File: config.mk
export PLATFORM = sky130hd
export DESIGN_NAME = decode_issue_ctrl
export DESIGN_NICKNAME = d
export VERILOG_FILES = /design/src/rtl/decode_issue_ctrl_pkg.sv /design/src/rtl/decode_issue_ctrl_dec.sv /design/src/rtl/decode_issue_ctrl.sv
export SDC_FILE = /design/constraint.sdc
export NUM_CORES = 1
export LEC_CHECK = 0
export CAP_MARGIN = 20
export CORE_MARGIN = 2
export CORE_UTILIZATION = 40
export DETAILED_ROUTE_END_ITERATION = 8
export PLACE_DENSITY = 0.68
export SKIP_CTS_REPAIR_TIMING = 1
export SYNTH_ARGS = -nofsm -noshare
export SYNTH_HDL_FRONTEND = slang
export SYNTH_HIERARCHICAL = 1
export SYNTH_SLANG_ARGS = --single-unit
File: constraint.sdc
create_clock -name clk -period 5 [get_ports clk]
set_clock_uncertainty 0.05 [all_clocks]
set_input_delay 0.5 -clock clk [delete_from_list [all_inputs] [get_ports clk]]
set_output_delay 0.5 -clock clk [all_outputs]
set_load 0.02 [all_outputs]
File: src/rtl/decode_issue_ctrl_pkg.sv
// Shared decode constants: RV32I opcodes, decode FSM states,
// decoded-field bundle and register-usage helpers.
package decode_issue_ctrl_pkg;

  localparam logic [6:0] OP     = 7'b0110011;
  localparam logic [6:0] OP_IMM = 7'b0010011;
  localparam logic [6:0] LOAD   = 7'b0000011;
  localparam logic [6:0] STORE  = 7'b0100011;
  localparam logic [6:0] BRANCH = 7'b1100011;
  localparam logic [6:0] JAL    = 7'b1101111;
  localparam logic [6:0] JALR   = 7'b1100111;
  localparam logic [6:0] LUI    = 7'b0110111;
  localparam logic [6:0] AUIPC  = 7'b0010111;
  localparam logic [6:0] SYSTEM = 7'b1110011;

  typedef enum logic [0:0] {
    EMPTY = 1'b0,
    HELD  = 1'b1
  } dec_state_t;

  typedef struct packed {
    logic [6:0] funct7;
    logic [4:0] rs2;
    logic [4:0] rs1;
    logic [2:0] funct3;
    logic [4:0] rd;
    logic [6:0] opcode;
  } dec_fields_t;

  function automatic logic uses_rs1(
    input logic [6:0] op
  );
    return !(op == LUI || op == AUIPC
             || op == JAL);
  endfunction

  function automatic logic uses_rs2(
    input logic [6:0] op
  );
    return op == OP || op == STORE
           || op == BRANCH;
  endfunction

  // rd != 0 is qualified by the caller
  function automatic logic writes_rd(
    input logic [6:0] op
  );
    return !(op == STORE || op == BRANCH);
  endfunction

endpackage

File: src/rtl/decode_issue_ctrl_dec.sv
// Instruction field decoder: splits a 32-bit RV32I word
// into its fixed-position fields.
module decode_issue_ctrl_dec
  import decode_issue_ctrl_pkg::*;
(
  input  logic [31:0] inst,
  output dec_fields_t fields
);

  always_comb begin
    fields        = '0;
    fields.opcode = inst[6:0];
    fields.rd     = inst[11:7];
    fields.funct3 = inst[14:12];
    fields.rs1    = inst[19:15];
    fields.rs2    = inst[24:20];
    fields.funct7 = inst[31:25];
  end

endmodule

File: src/rtl/decode_issue_ctrl.sv
// Decode/issue controller: one-entry decode register with a
// busy-register scoreboard that stalls RAW/WAW hazards.
module decode_issue_ctrl
  import decode_issue_ctrl_pkg::*;
#(
  parameter int NUM_REGS    = 32,
  parameter int STALL_CNT_W = 16
) (
  input  logic                   clk,
  input  logic                   rst_n,
  input  logic                   flush,
  input  logic                   if_valid,
  input  logic [31:0]            if_inst,
  output logic                   if_ready,
  output logic                   id_valid,
  input  logic                   id_ready,
  output logic [6:0]             id_opcode,
  output logic [4:0]             id_rd,
  output logic [2:0]             id_funct3,
  output logic [4:0]             id_rs1,
  output logic [4:0]             id_rs2,
  output logic [6:0]             id_funct7,
  input  logic                   wb_valid,
  input  logic [4:0]             wb_rd,
  output logic [NUM_REGS-1:0]    busy_vec,
  output logic [STALL_CNT_W-1:0] stall_cnt
);

  dec_state_t state_q, state_d;
  logic [31:0]         inst_q;
  dec_fields_t         f;
  logic [NUM_REGS-1:0] busy_q, busy_d;
  logic held, hazard, fire, load;
  logic rs1_u, rs2_u, rd_w;

  decode_issue_ctrl_dec u_dec (
    .inst   (inst_q),
    .fields (f)
  );

  assign held  = (state_q == HELD);
  assign rs1_u = uses_rs1(f.opcode);
  assign rs2_u = uses_rs2(f.opcode);
  assign rd_w  = writes_rd(f.opcode)
                 && (f.rd != 5'd0);

  // registered scoreboard only: no write-back bypass
  assign hazard = (rs1_u && busy_q[f.rs1])
               || (rs2_u && busy_q[f.rs2])
               || (rd_w  && busy_q[f.rd]);

  assign load = if_valid && if_ready && !flush;

  always_ff @(posedge clk) begin
    if (!rst_n) begin
      state_q <= EMPTY;
    end else begin
      state_q <= state_d;
    end
  end

  always_comb begin
    state_d = state_q;
    if (flush) begin
      state_d = EMPTY;
    end else begin
      case (state_q)
        EMPTY:
          if (if_valid) state_d = HELD;
        HELD:
          if (fire && !if_valid) state_d = EMPTY;
        default: state_d = EMPTY;
      endcase
    end
  end

  always_comb begin
    id_valid = held && !hazard && !flush;
    fire     = id_valid && id_ready;
    if_ready = !held || fire || flush;
  end

  always_ff @(posedge clk) begin
    if (!rst_n) begin
      inst_q <= '0;
    end else if (load) begin
      inst_q <= if_inst;
    end
  end

  // clear wins over set for the same index
  always_comb begin
    busy_d = busy_q;
    for (int i = 1; i < NUM_REGS; i++) begin
      if (fire && rd_w && int'(f.rd) == i)
        busy_d[i] = 1'b1;
      if (wb_valid && int'(wb_rd) == i)
        busy_d[i] = 1'b0;
    end
    busy_d[0] = 1'b0;
  end

  always_ff @(posedge clk) begin
    if (!rst_n) begin
      busy_q <= '0;
    end else begin
      busy_q <= busy_d;
    end
  end

  always_ff @(posedge clk) begin
    if (!rst_n) begin
      stall_cnt <= '0;
    end else if (held && hazard && !flush
                 && stall_cnt != '1) begin
      stall_cnt <= stall_cnt + 1'b1;
    end
  end

  assign busy_vec  = busy_q;
  assign id_opcode = f.opcode;
  assign id_rd     = f.rd;
  assign id_funct3 = f.funct3;
  assign id_rs1    = f.rs1;
  assign id_rs2    = f.rs2;
  assign id_funct7 = f.funct7;

endmodule

Word level (Yosys, flattened, before mapping) --
Index checks and enable logic that the tools add are counted.
Storage, ports and cells: register bits after elaboration 81, bits of input ports 43, output and inout port bits 82, logic and storage cells 243
Cells by class: add/subtract/negate cells 1, order comparisons 3, equal/unequal tests 69, muxes and demuxes 9, bitwise logic cells 2, reduce and logical (&&, ||, !) cells 124
Operators with widths (number):
- $eq A5 B5 Y1 const B | 32
- $eq A5 B4 Y1 const B | 16
- $logic_and A1 B1 Y1 | 76
- $reduce_or A2 Y1 | 32
- $eq A5 B3 Y1 const B | 8
- $eq A7 B6 Y1 const B | 3
- $eq A5 B2 Y1 const B | 4
- $lt A5 B6 Y1 const B | 3
- $add A16 B1 Y16 const B | 1
- $ne A16 B16 Y1 const B | 1
- $bmux W1 S5 | 3
- $eq A7 B7 Y1 const B | 2
- $eq A5 B1 Y1 const B | 2
- $logic_or A1 B1 Y1 | 9
- $eq A7 B5 Y1 const B | 1
- $logic_not A1 Y1 | 6
- $mux W1 | 5
- $reduce_bool A5 Y1 | 1
- $not A1 Y1 | 2
- $pmux W1 S2 | 1

Longest topological paths before layout --
Gate-level depths: netlist (run 1).
word-level depth 15, gate-level depth with buffers 13, mapped depth without buffers 7

By module --
The synthesis (run 1) kept the hierarchy.
Modules (own cells, without submodules):
- decode_issue_ctrl | instances 1, cells an instance 511, area an instance 4620.7 um^2, seq. area each 1601.5 um^2
- decode_issue_ctrl_dec | instances 1, cells an instance 32, area an instance 240.2 um^2, seq. area each 0.0 um^2

Worst setup path after synthesis (run 1) --
No wires, ideal clock.
path type flip-flop to output port, from reg inst_q[7], to out id_valid, arrival 2.388 ns, required time 4.450 ns, setup slack 2.062 ns, stages on the path, launching flop included 12, cells stage by stage dfxtp_1 > buf_4 > buf_4 > mux2_2 > a221oi_1 > o311a_1 > a311o_1 > and3_1 > buf_2 > buf_2 > buf_2 > and2_1
On the way: longest elaborated chain between the ends 7, elaborated cells on any way between the ends 9, those cells by class mux (2); reduce/logical (7)
Ends and longest elaborated chain:
- start, declared | line decode_issue_ctrl.sv:30 | logic [31:0] inst_q;
- start signal, assigned | line decode_issue_ctrl.sv:87 | inst_q <= if_inst;
- $bmux W1 S5 / $reduce_bool A5 Y1 (equally long branches) | line decode_issue_ctrl.sv:50, decode_issue_ctrl.sv:45
- $mux W1 (implied by the code) / $logic_and A1 B1 Y1 (equally long branches) | line decode_issue_ctrl.sv:50, decode_issue_ctrl.sv:45
- $logic_and A1 B1 Y1 (*) | line decode_issue_ctrl.sv:50 | || (rd_w && busy_q[f.rd]);
- $logic_or A1 B1 Y1 (*) | line decode_issue_ctrl.sv:50
- $logic_not A1 Y1 (*) | line decode_issue_ctrl.sv:78 | id_valid = held && !hazard && !flush;
- $logic_and A1 B1 Y1 (*) (2 in series) | line decode_issue_ctrl.sv:78
- end, declared | line decode_issue_ctrl.sv:15 | output logic id_valid,
Mark *: on every way between the ends. The rest lies on a longest branch, timed or not. The select of a mux whose other input is x is not followed.

Worst setup path in the final report (run 1) --
Same ends and word-level chain as after synthesis.

==> results of run 1 <==
## how the worst max path moves through the flow
stage                   start       end  cells after the start
CTS                 inst_q[7]  id_valid                      7
finish              inst_q[7]  id_valid                      7
global route        inst_q[7]  if_ready                      8
detailed placement  inst_q[7]  id_valid                      7
global placement    inst_q[7]  if_ready                      8
floorplan           inst_q[7]  id_valid                     11
## cells by family (layout without fill, tap and decap cells)
kind of cell             count (synthesis)  in the layout  synth area share [%]
AND/OR/NAND/NOR                        204            204                  21.1
AO/OA/AOI/OAI                          100            100                  15.6
flip-flops                              80             80                  32.9
other                                    1              1                0.0771
adder cells (fa/ha/maj)                  1              1                 0.257
multiplexers                            76             76                  20.4
buffers and inverters                   81            153                  9.58
## layer usage
layer	vias to the layer above	GRT usage, %	part of all wire (%)
met5	-	0	0
met4	0	9.76	3.1
met3	32	6.25	8.8
met2	199	33.7	45
met1	2121	29.7	43
li1	2091	-	-
## worst max-delay path, cell delays in order, from the launching register on
cell and delay (ps):
dfxtp_1 700, mux4_1 630, nor3b_1 150, a31oi_1 170, a311o_1 200, and3_1 250
and2_1 150, clkdlybuf4s50_1 600
## synth_stat cells (all sizes together), types with 4 or more instances
master | instances | area share, %
a21oi | 15 | 1.5
a221oi | 5 | 0.90
a31oi | 6 | 0.77
and3 | 6 | 0.77
and4 | 5 | 0.90
buf | 48 | 7.0
clkbuf | 23 | 1.8
dfxtp | 80 | 33
inv | 10 | 0.77
mux2 | 6 | 1.4
mux2i | 53 | 11
mux4 | 17 | 8.1
nand2 | 90 | 6.9
nand2b | 16 | 2.1
nand3 | 9 | 0.93
nand3b | 4 | 0.62
nand4 | 8 | 1.0
nor2 | 23 | 1.8
nor2b | 11 | 1.4
nor3 | 8 | 0.93
nor3b | 7 | 1.1
nor4 | 4 | 0.77
o21a | 14 | 2.2
o21ai | 11 | 1.1
o221a | 11 | 2.5
o221ai | 12 | 2.2
o311ai | 4 | 0.72
o31ai | 4 | 0.62
## report_power, final
part	switching [W]	internal [W]
Clock	0.000269	0.000384
Sequential	0.0000264	0.000652
Combinational	0.000108	0.0000989
Total	0.000403	0.00113
## area by class of cell
| class | instances | area, um^2 |
|---|---|---|
| fillers | 1125 | 5730 |
| inverters | 10 | 37.5 |
| flip-flops and latches | 80 | 1600 |
| clock buffers | 10 | 229 |
| repair buffers | 127 | 1280 |
| multi-input cells | 382 | 2790 |
| clock inverters | 6 | 60.1 |
| well taps | 147 | 184 |
## registers in the layout, indices dropped and copies added (netlist names)
name	count
inst_q	32
busy_vec	31
stall_cnt	16
held	1
## per-stage QoR
stage	total power [W]	util, %	cell area [um^2]	instances
6_report	0.00154	51.9	6180	762
5_1_grt	0.00159	51.9	6180	762
4_1_cts	0.00155	51.7	6160	761
3_5_place_dp	0.000896	49.3	5870	745
3_3_place_gp	0.000893	49.3	5870	745
2_1_floorplan	0.000833	-	4860	543
==> flow_metrics.env, run 1 <==
export IMPL_status="finished, final reports clean"
export IMPL_via_count=4443
export IMPL_grt_max_degree=124
export IMPL_dp_hpwl_um=10200
export IMPL_portBuffers=123
export IMPL_r2r_end="busy_vec[14]"
export IMPL_pre_cts_ws_ps=1630
export IMPL_seq_area_frac_synth_pct=32.9
export IMPL_ant_nets=0
export IMPL_max_vdd_ir_drop_mv=0.130
export IMPL_routed_wirelength_um=14300
export IMPL_die_y_um=114
export IMPL_startpoint_type="flop"
export IMPL_grtUsageTotal_pct=22.3
export IMPL_worstHoldPathCells=2
export IMPL_cts_sinks=80
export IMPL_cts_made_buffers=9
export IMPL_drive_gt1_share_pct=9.27
export IMPL_clk_path_buf_depth=2
export IMPL_htreeDepth=3
export IMPL_hp_class="reg2reg"
export IMPL_period_minus_slack_ps=3740
export IMPL_rsz0062_at_grt="false"
export IMPL_synthCells=543
export IMPL_antenna_found_initial=0
export IMPL_fin_crit_sh_pct=74.9
export IMPL_synth_seq_cells=80
export IMPL_cts_tree="built"
export IMPL_syn_nets=587
export IMPL_worstSetupEndpointType="output pin"
export IMPL_fin_setup_tns_ps=0
export IMPL_layout_common_cells="122 x clkdlybuf4s50_1, 90 x nand2_1, 80 x dfxtp_1, 53 x mux2i_1, 23 x nor2_1"
export IMPL_hold_start="inst_q[14]"
export IMPL_die_w_um=114
export IMPL_finalHoldViolCount=0
export IMPL_viasPerCell=5.83
export IMPL_power_leakage_nw=2.18
export IMPL_core_area_um2=11900
export IMPL_place_congestion=0.913
export IMPL_reg2regPathDepth=8
export IMPL_max_slew_margin_pct=48.4
export IMPL_r2r_start="inst_q[7]"
export IMPL_clkSlewWorstSetupHoldPaths_ps=60
export IMPL_wl_per_cell_um=18.8
export IMPL_cts_root_buf="clkbuf_16"
export IMPL_avgSynthCellArea_um2=8.95
export IMPL_n_antenna_cell=0
export IMPL_die_area_um2=13000
export IMPL_start_util_pct=40.8
export IMPL_drtPass1Iterations=5
export IMPL_holdPathEnd="inst_q[14]"
export IMPL_synth_edf_count=0
export IMPL_worst_pin_slew_ps=772
export IMPL_synth_ff_type="dfxtp_1"
export IMPL_power_density_nw_per_um2=249
export IMPL_syn_area_um2=4860
export IMPL_slew_viol_final=0
export IMPL_worst_r2r_setup_slack_ps=1730
export IMPL_crit_fanout=15
export IMPL_setup_slack_ps=1260
export IMPL_setup_viol=0
export IMPL_required_ps=4450
export IMPL_syn2layout_area_growth_pct=27.2
export IMPL_grt_pass1_wl_um=22500
export IMPL_setup_worst_path_class="reg2out"
export IMPL_num_nets_final=654
export IMPL_synth_cell_types=55
export IMPL_overflow=0
export IMPL_drt_iter0_markers=282
export IMPL_drv_cap=0
export IMPL_num_rows=40
export IMPL_critPathArrivalTime_ps=3190
export IMPL_yosysWarnings=6
export IMPL_fmax_mhz=267
export IMPL_synth_async_reset_ratio_pct=0
export IMPL_final_common_cell="clkdlybuf4s50_1"
export IMPL_clk_latency_ps=340
export IMPL_num_io_pins=125
export IMPL_holdWs_ps=411
export IMPL_drcViolationCount=0
export IMPL_first_global_vias=4129
(Power assumes the default switching activity.)
==> run 2, diff against run 1 <==
- clock period: 5 -> 3.6 ns (I/O delays scaled with it)
==> run 2 against run 1 <==
Compared with the run above: total power up 38%; die area unchanged; setup slack got worse by 1100 ps; via count grew 0.16%; hold slack gained 2.9 ps; sequential power up 39%; non-clock buffer count up 2; sequential share of layout area is essentially flat; register-to-register slack worse by 1200 ps; count of clock-buffer cells in the layout rose by 2; final cell count is 0.26% higher; first-iteration DRC count unchanged; critical endpoint unchanged; largest cell class unchanged; largest power group unchanged.
==> flow_metrics.env, run 2 (synthesis results as in run 1) <==
export IMPL_place_congestion=0.932
export IMPL_place_area_um2=5890
export IMPL_cts_root_buf="clkbuf_16"
export IMPL_die_area_um2=13000
export IMPL_grt_max_degree=97
export IMPL_ant_nets=0
export IMPL_status="finished, final reports clean"
export IMPL_cts_made_buffers=9
export IMPL_fmax_mhz=291
export IMPL_hp_class="reg2reg"
export IMPL_num_nets_final=656
export IMPL_startpoint_type="flop"
export IMPL_finalHoldViolCount=0
export IMPL_cpPeakStageDelay_ps=720
export IMPL_largest_register_ffs=32
export IMPL_finalPower_w=0.00212
export IMPL_layout_common_cells="122 x clkdlybuf4s50_1, 90 x nand2_1, 79 x dfxtp_1, 53 x mux2i_1, 22 x nor2_1"
export IMPL_drtPass1Iterations=5
export IMPL_cts_sinks=80
export IMPL_power_leakage_nw=2.18
export IMPL_final_common_cell="clkdlybuf4s50_1"
export IMPL_max_vdd_ir_drop_mv=0.180
export IMPL_routed_wirelength_um=14200
export IMPL_worstSetupEndpointType="output pin"
export IMPL_holdWs_ps=414
export IMPL_cts_tree="built"
export IMPL_dp_hpwl_um=10200
export IMPL_power_density_nw_per_um2=343
export IMPL_drv_cap=0
export IMPL_pre_cts_ws_ps=435
export IMPL_grtUsageTotal_pct=21.9
export IMPL_clk_path_buf_depth=2
export IMPL_syn2layout_area_growth_pct=27.1
export IMPL_n_antenna_cell=0
export IMPL_drcViolationCount=0
export IMPL_overflow=0
export IMPL_fin_crit_sh_pct=95.5
export IMPL_die_w_um=114
export IMPL_grt_pass1_wl_um=22400
export IMPL_regMostFlops="inst_q"
export IMPL_num_rows=40
export IMPL_setup_slack_ps=162
export IMPL_portBuffers=123
export IMPL_design_area_um2=6180
export IMPL_start_util_pct=40.8
export IMPL_crit_fanout=14
export IMPL_period_minus_slack_ps=3440
export IMPL_rsz0062_at_grt="false"
export IMPL_wl_per_cell_um=18.6
export IMPL_required_ps=3190
export IMPL_critPathArrivalTime_ps=3030
export IMPL_clk_latency_ps=350
export IMPL_first_global_vias=4287
export IMPL_die_y_um=114
export IMPL_drt_iter0_markers=282
export IMPL_drive_gt1_share_pct=9.89
export IMPL_worst_pin_slew_ps=919
export IMPL_fin_setup_tns_ps=0
export IMPL_clkSlewWorstSetupHoldPaths_ps=60
export IMPL_antenna_found_initial=0
export IMPL_viasPerCell=5.82
export IMPL_slew_viol_final=0
export IMPL_htreeDepth=3
export IMPL_num_io_pins=125
export IMPL_crit_path_cell_trace="mux2i_1, mux4_2, a31oi_1, nand4_1, and3_1, and2_1, clkdlybuf4s50_1"
export IMPL_core_area_um2=11900
export IMPL_setup_worst_path_class="reg2out"
export IMPL_setup_viol=0
export IMPL_max_slew_margin_pct=38.7
export IMPL_via_count=4450
export IMPL_crit_path_top_delay_cell="dfxtp_1"
-- run 2: report_power, final --
part | switching [W] | internal [W] | leakage, nW
Combinational | 0.000153 | 0.000137 | 1.40
Clock | 0.000383 | 0.000505 | 0.135
Sequential | 0.0000378 | 0.000905 | 0.649
-- run 2: worst paths after layout --
check	slack (ps)	start	cells after the start	endpoint
worst max-delay path	160	inst_q[17]	7	id_valid
worst min-delay path	410	inst_q[25]	2	inst_q[25]
worst max register to register	570	inst_q[17]	8	stall_cnt[3]
worst min register to register	410	inst_q[25]	2	inst_q[25]
-- run 2: layout make-up --
cell class | instances | area, um^2
clock inverters | 4 | 28.8
well taps | 147 | 184
flip-flops and latches | 80 | 1600
clock buffers | 12 | 256
repair buffers | 129 | 1270
fillers | 1097 | 5730
multi-input cells | 382 | 2800
inverters | 10 | 37.5
-- run 2: metrics by stage --
| stage | std cells | utilization (%) |
|---|---|---|
| 6_report | 764 | 51.9 |
| 4_1_cts | 764 | 51.8 |
| 5_1_grt | 764 | 51.9 |
| 2_1_floorplan | 543 | - |
| 3_5_place_dp | 748 | 49.5 |
| 3_3_place_gp | 748 | 49.5 |
-- run 2: critical path, delay by kind of cell, from the launching register on --
family / cells / cell delay [ps]
and+or+nand+nor: 3 / 630
AOI/OAI and AO/OA: 1 / 170
muxes: 2 / 630
DFF: 1 / 720
buffers and inverters: 1 / 530
-- run 2: metal layers --
layer  wire, um  track usage (%)  vias up
li1           -                -     2106
met1       5990             28.3     2093
met3       1390             6.25       36
met4        486             11.3        0
met5          0                0        -
met2       6320             33.3      215
